==> src/rtl/uart_rx_param.sv <==
// UART receive subsystem: free-running baud divider, oversampling receiver
// with optional parity and 1/2 stop bits, and a first-word fall-through FIFO.
module uart_rx_param #(
  parameter int unsigned DATA_BITS = 8,
  parameter int unsigned OS        = 16,
  parameter int unsigned STOP_BITS = 1,
  parameter int unsigned PARITY_EN = 0,
  parameter int unsigned DIV_W     = 10,
  parameter int unsigned DEPTH     = 8
) (
  input  logic                     clk,
  input  logic                     rst,
  input  logic                     rx,
  input  logic [DIV_W-1:0]         baud_div,
  input  logic                     parity_odd,
  input  logic                     read_en,
  input  logic                     clr_overrun,
  output logic [DATA_BITS-1:0]     read_data,
  output logic                     read_frame_err,
  output logic                     read_parity_err,
  output logic                     empty,
  output logic                     full,
  output logic [$clog2(DEPTH):0]   count,
  output logic                     overrun,
  output logic                     rx_busy
);

  localparam int unsigned TW = $clog2(OS);
  localparam int unsigned NW = $clog2(DATA_BITS + 1);
  localparam int unsigned PW = $clog2(DEPTH);
  localparam int unsigned CW = PW + 1;
  localparam int unsigned EW = DATA_BITS + 2;

  typedef enum logic [2:0] {IDLE, START, DATA, PARITY, STOP, WAIT_IDLE} state_t;

  logic             rx_m, rxs;
  logic [DIV_W-1:0] div_cnt;
  logic             tick;

  state_t                state, state_n;
  logic [TW-1:0]         t, t_n;
  logic [NW-1:0]         n, n_n;
  logic [DATA_BITS-1:0]  shreg, shreg_n;
  logic                  perr, perr_n, ferr, ferr_n;
  logic                  t_end, push;
  logic [EW-1:0]         wdata;

  logic [EW-1:0] mem [DEPTH];
  logic [EW-1:0] head_q;
  logic [PW-1:0] rd_ptr, wr_ptr, rd_nxt;
  logic          do_pop, push_ok, drop;

  always_ff @(posedge clk or negedge rst) begin
    if (!rst) begin
      rx_m <= 1'b1;
      rxs  <= 1'b1;
    end else begin
      rx_m <= rx;
      rxs  <= rx_m;
    end
  end

  assign tick = (div_cnt == baud_div);

  always_ff @(posedge clk or negedge rst) begin
    if (!rst)      div_cnt <= '0;
    else if (tick) div_cnt <= '0;
    else           div_cnt <= div_cnt + 1'b1;
  end

  always_ff @(posedge clk or negedge rst) begin
    if (!rst) begin
      state <= IDLE;
      t     <= '0;
      n     <= '0;
      shreg <= '0;
      perr  <= 1'b0;
      ferr  <= 1'b0;
    end else begin
      state <= state_n;
      t     <= t_n;
      n     <= n_n;
      shreg <= shreg_n;
      perr  <= perr_n;
      ferr  <= ferr_n;
    end
  end

  assign t_end = (t == TW'(OS - 1));
  // Pushed entry folds in the stop sample taken in the same cycle.
  assign wdata = {ferr | ~rxs, perr, shreg};

  always_comb begin
    state_n = state;
    t_n     = t;
    n_n     = n;
    shreg_n = shreg;
    perr_n  = perr;
    ferr_n  = ferr;
    push    = 1'b0;
    case (state)
      IDLE: if (!rxs) begin
        state_n = START;
        t_n     = '0;
      end
      START: if (tick) begin
        if (t == TW'(OS / 2 - 1)) begin
          t_n = '0;
          n_n = '0;
          state_n = rxs ? IDLE : DATA;
        end else begin
          t_n = t + 1'b1;
        end
      end
      DATA: if (tick) begin
        t_n = t_end ? '0 : t + 1'b1;
        if (t_end) begin
          shreg_n = {rxs, shreg[DATA_BITS-1:1]};
          if (n == NW'(DATA_BITS - 1)) begin
            n_n     = '0;
            perr_n  = 1'b0;
            ferr_n  = 1'b0;
            state_n = (PARITY_EN != 0) ? PARITY : STOP;
          end else begin
            n_n = n + 1'b1;
          end
        end
      end
      PARITY: if (tick) begin
        t_n = t_end ? '0 : t + 1'b1;
        if (t_end) begin
          perr_n  = (^shreg) ^ rxs ^ parity_odd;
          state_n = STOP;
        end
      end
      STOP: if (tick) begin
        t_n = t_end ? '0 : t + 1'b1;
        if (t_end) begin
          ferr_n = ferr | ~rxs;
          if (n == NW'(STOP_BITS - 1)) begin
            push    = 1'b1;
            state_n = rxs ? IDLE : WAIT_IDLE;
          end else begin
            n_n = n + 1'b1;
          end
        end
      end
      WAIT_IDLE: if (rxs) state_n = IDLE;
      default: state_n = IDLE;
    endcase
  end

  assign rx_busy = (state != IDLE);

  assign empty   = (count == '0);
  assign full    = (count == CW'(DEPTH));
  assign do_pop  = read_en & ~empty;
  assign push_ok = push & (~full | do_pop);
  assign drop    = push & full & ~do_pop;
  assign rd_nxt  = rd_ptr + 1'b1;

  always_ff @(posedge clk) begin
    if (push_ok) mem[wr_ptr] <= wdata;
  end

  always_ff @(posedge clk or negedge rst) begin
    if (!rst) begin
      rd_ptr <= '0;
      wr_ptr <= '0;
      count  <= '0;
    end else begin
      if (do_pop)  rd_ptr <= rd_nxt;
      if (push_ok) wr_ptr <= wr_ptr + 1'b1;
      case ({push_ok, do_pop})
        2'b10:   count <= count + 1'b1;
        2'b01:   count <= count - 1'b1;
        default: count <= count;
      endcase
    end
  end

  // Registered head keeps the last value visible once the FIFO drains;
  // the incoming word bypasses memory when it becomes the new head.
  always_ff @(posedge clk or negedge rst) begin
    if (!rst) begin
      head_q <= '0;
    end else if (push_ok && (empty || (do_pop && count == CW'(1)))) begin
      head_q <= wdata;
    end else if (do_pop && count > CW'(1)) begin
      head_q <= mem[rd_nxt];
    end
  end

  assign {read_frame_err, read_parity_err, read_data} = head_q;

  always_ff @(posedge clk or negedge rst) begin
    if (!rst)             overrun <= 1'b0;
    else if (drop)        overrun <= 1'b1;
    else if (clr_overrun) overrun <= 1'b0;
  end

endmodule

==> config.mk <==
export PLATFORM = sky130hd
export DESIGN_NAME = uart_rx_param
export DESIGN_NICKNAME = d
export VERILOG_FILES = /design/src/rtl/uart_rx_param.sv
export SDC_FILE = /design/constraint.sdc
export NUM_CORES = 1
export LEC_CHECK = 0
export ABC_AREA = 1
export BUFFER_PORTS_ARGS = -buffer_cell sky130_fd_sc_hd__buf_2
export CAP_MARGIN = 25
export CORE_MARGIN = 4
export CORE_UTILIZATION = 33
export CTS_CLUSTER_DIAMETER = 60
export DETAILED_ROUTE_END_ITERATION = 10
export HOLD_SLACK_MARGIN = 0.02
export PLACE_DENSITY = 0.54
export SLEW_MARGIN = 20
export SYNTH_ARGS = -nofsm -noshare
export SYNTH_HDL_FRONTEND = slang
export SYNTH_SLANG_ARGS = --single-unit
export TNS_END_PERCENT = 20
==> constraint.sdc <==
create_clock -name clk -period 2.46 [get_ports clk]
set_clock_uncertainty 0.2 [all_clocks]
set_input_delay 0.123 -clock clk [delete_from_list [all_inputs] [get_ports clk]]
set_output_delay 0.123 -clock clk [all_outputs]
set_load 0.01 [all_outputs]
==> out/qor.yml <==
power:
  seq_power_share_pct: 46.7
  combPwrFrac_pct: 9.4
  vdd_drop_max_mv: 0.452
  swShare_pct: 25.5
  p_sw_w: 0.00137
  p_clk_share_pct: 43.9
  p_int_w: 0.00401
  p_leak_nw: 3.45
  power.density_nw_per_um2: 702
  p_total_w: 0.00538
yosys:
  seq_area_frac_synth_pct: 58.7
  synth_nets: 684
  syn_area_um2: 6400
  ys_ff_latch: 134
  avgSynthCellArea_um2: 9.71
  ys_types: 44
  ys.flop_type: "edfxtp_1"
  synth_enable_flop_cells: 80
  ys_warn_count: 0
  synth_cells: 659
  postSynth.asyncResetShare_pct: 40.3
sta:
  rsz0062_at_grt: "no"
  slew_headroom_pct: 58.7
  period_minus_slack_ns: 2.31
  min_period_over_period_pct: 93.7
  hold_slack_ns: 0.0423
  hold_viol_final: 0
  timing.fmax_mhz: 434
  slew_violations: 0
  worst_slew_pin_slew_ns: 0.620
  finalSetupViolCount: 0
critical_path:
  cp_slowest_stage_delay_ns: 0.40
  worstPathArrival_ns: 2.22
  setup.worst_path.class: "register to register"
  critPathTopFamily: "simple AND/OR/NAND/NOR gates"
  cp-start-kind: "register"
  worst-path-max-fanout: 10
  crit_slowest_cell: "dfrtp_1"
  path_buf_inv: 2
  end_kind: "register"
  crit_chain: "inv_1, ha_1, nand3_2, nor2_8, nand4_4, nor2_4, nand2_1, nor3_2, buf_4"
  cp_data_required_time_ns: 2.37
drt:
  vias_per_cell: 4.79
  antenna_left: 0
  drc: 0
  routedWlPerCell_um: 15.7
  dr_total_vias: 4773
  drtIter0Drc: 387
  totalWireLength_um: 15700
  drtPass1Iterations: 5
global_route:
  grt_max_degree: 41
  grt_pass1_wl_um: 25600
  grt_overflow: 0
  grt_pass1_vias: 4857
  track_usage_pct: 15.0
  antenna_found_initial: 0
run_status:
  status: "completed"
clock_network:
  cts_buffer_depth: 2
  path_clk_slew_ns: 0.07
  root_buffer: "clkbuf_16"
  numCtsBuffers: 17
  cts_tree: "yes"
  cts_max_level: 4
  post-cts-setup-buffers: 0
  cts_num_sinks: 134
  clkLatencyLatePin_ns: 0.42
floorplan:
  dieArea_um2: 21700
  die_w_um: 147
  row_count: 50
  start_util_pct: 33.9
  io_pins: 34
  die_height_um: 147
  core-area_um2: 18900
placement:
  gp_congestion: 0.861
  placed_area_um2: 7040
  port_buffers: 33
  post-dp-hpwl_um: 11200
final_layout:
  drive_gt1_share_pct: 19.5
  n_antenna_cell: 0
  design_area_um2: 7670
  syn2layout_area_growth_pct: 19.8
  nets: 749
  n_fill_cell: 1931
flow_run:
  cap_violations: 0
min_path:
  hp-class: "input port to async pin"
cell usage after synthesis, types with 2 or more instances:
cell	n	area share (%)
nor2_1	70	4.1
inv_2	10	0.59
nand4_1	8	0.78
xnor2_1	6	0.82
nor3_1	15	1.2
o211ai_1	2	0.23
o22ai_1	2	0.20
clkbuf_1	14	0.82
nand3_1	47	3.7
dfrtp_1	52	20
dfstp_2	2	0.82
xor2_1	9	1.2
nand3_2	3	0.47
o21ai_2	8	1.1
nand2_1	144	8.4
inv_1	62	3.6
buf_4	2	0.23
o221ai_1	18	2.5
clkinv_1	2	0.12
a21oi_1	13	1.0
nor2_2	4	0.39
nand2_2	2	0.20
ha_1	9	1.8
nor2_4	3	0.53
o21ai_0	53	4.1
edfxtp_1	80	38
buf_2	2	0.16
sequential cells by signal (all words and copies together), names as in the netlist:
| signal | count |
|---|---|
| mem | 80 |
| div_cnt | 10 |
| head_q | 10 |
| shreg | 8 |
| count | 4 |
| n | 4 |
| t | 4 |
| rd_ptr | 3 |
| state | 3 |
| wr_ptr | 3 |
| ferr | 1 |
| overrun | 1 |
| perr | 1 |
| rx_m | 1 |
| rxs | 1 |
what timing repair did:
item	4_1_cts	5_1_grt
hold buffers	6	0
resized for setup	0	9
setup endpoints to repair	0	86
hold endpoints to repair	56	0
kinds of logic (layout without fill, tap and decap cells):
logic type      after synthesis  in the layout  share of synthesized area, %
buf+inv                      95            173                          6.08
compound gates              100            100                          9.60
simple gates                305            305                          21.5
fa+ha+maj                     9              9                          1.76
xor+xnor                     16             16                          2.31
flops                       134            134                          58.7
routing by layer:
| layer | vias up | wire (µm) | track usage (%) |
|---|---|---|---|
| li1 | 2360 | - | - |
| met1 | 2302 | 7540 | 20.7 |
| met2 | 101 | 7340 | 24.0 |
| met3 | 10 | 670 | 3.92 |
| met4 | 0 | 95 | 3.03 |
| met5 | - | 0 | 0 |
through the flow:
step	cells	worst slack (ns)	setup TNS (ns)	utilization [%]
2_1_floorplan	659	-0.0444	-3.55	-
3_3_place_gp	959	0.144	0	37.3
3_5_place_dp	959	0.105	0	37.3
4_1_cts	997	0.0894	0	40.5
5_1_grt	997	0.0170	0	40.6
6_report	997	0.154	0	40.6
worst register-to-register path: stages (launching register included):
cell     delay, ns
dfrtp_1       0.40
inv_1         0.10
ha_1          0.17
nand3_2       0.15
nor2_8        0.17
nand4_4       0.14
nor2_4        0.13
nand2_1       0.18
nor3_2        0.16
buf_4         0.21
power groups by stage:
stage | sequential [W] | combinational [W] | clock, W
finish | 0.00251 | 0.000506 | 0.00236
global route | 0.00253 | 0.000577 | 0.00250
CTS | 0.00251 | 0.000508 | 0.00240
detailed placement | 0.00256 | 0.000499 | 0
global placement | 0.00255 | 0.000489 | 0
floorplan | 0.00254 | 0.000354 | 0
placed cells by master, fill, tap and decap left out, types with 2 or more instances in the layout:
cell type	count
a21oi_1	13
buf_2	33
buf_4	25
buf_6	2
clkbuf_1	3
clkbuf_16	17
clkinv_1	2
clkinv_2	3
clkinv_4	2
clkinvlp_4	4
dfrtp_1	51
dfstp_2	2
dlygate4sd3_1	6
edfxtp_1	80
ha_1	9
inv_1	60
inv_2	12
inv_6	2
nand2_1	142
nand2_2	4
nand3_1	46
nand3_2	4
nand4_1	8
nor2_1	70
nor2_2	4
nor2_4	3
nor3_1	7
nor3_2	9
o211ai_1	2
o21ai_0	53
o21ai_2	8
o221ai_1	18
o22ai_1	2
xnor2_1	6
xor2_1	9
final cells by class:
class	instances	area (µm²)	area share [%]
multi-input combinational	430	2300	30.0
timing repair buffer	67	455	5.94
inverter	74	282	3.67
tap	260	325	4.24
clock inverter	12	106	1.39
sequential	134	3760	49.0
clock buffer	20	437	5.70
worst paths after layout:
kind,from,endpoint,slack (ns),cells after the start
setup reg to reg,n[0]$_DFFE_PN0P_,mem[0][7]$_DFFE_PP_,0.15,9
hold reg to reg,rx_m$_DFF_PN1_,rxs$_DFF_PN1_,0.16,0
max in group asynchronous,rst,rxs$_DFF_PN1_,1.35,3
hold / removal,rst,count[1]$_DFFE_PN0P_,0.04,2
setup / recovery,n[0]$_DFFE_PN0P_,mem[0][7]$_DFFE_PP_,0.15,9
min in group clk,baud_div[3],wr_ptr[2]$_DFFE_PN0P_,0.11,8
(Power assumes the default switching activity.)
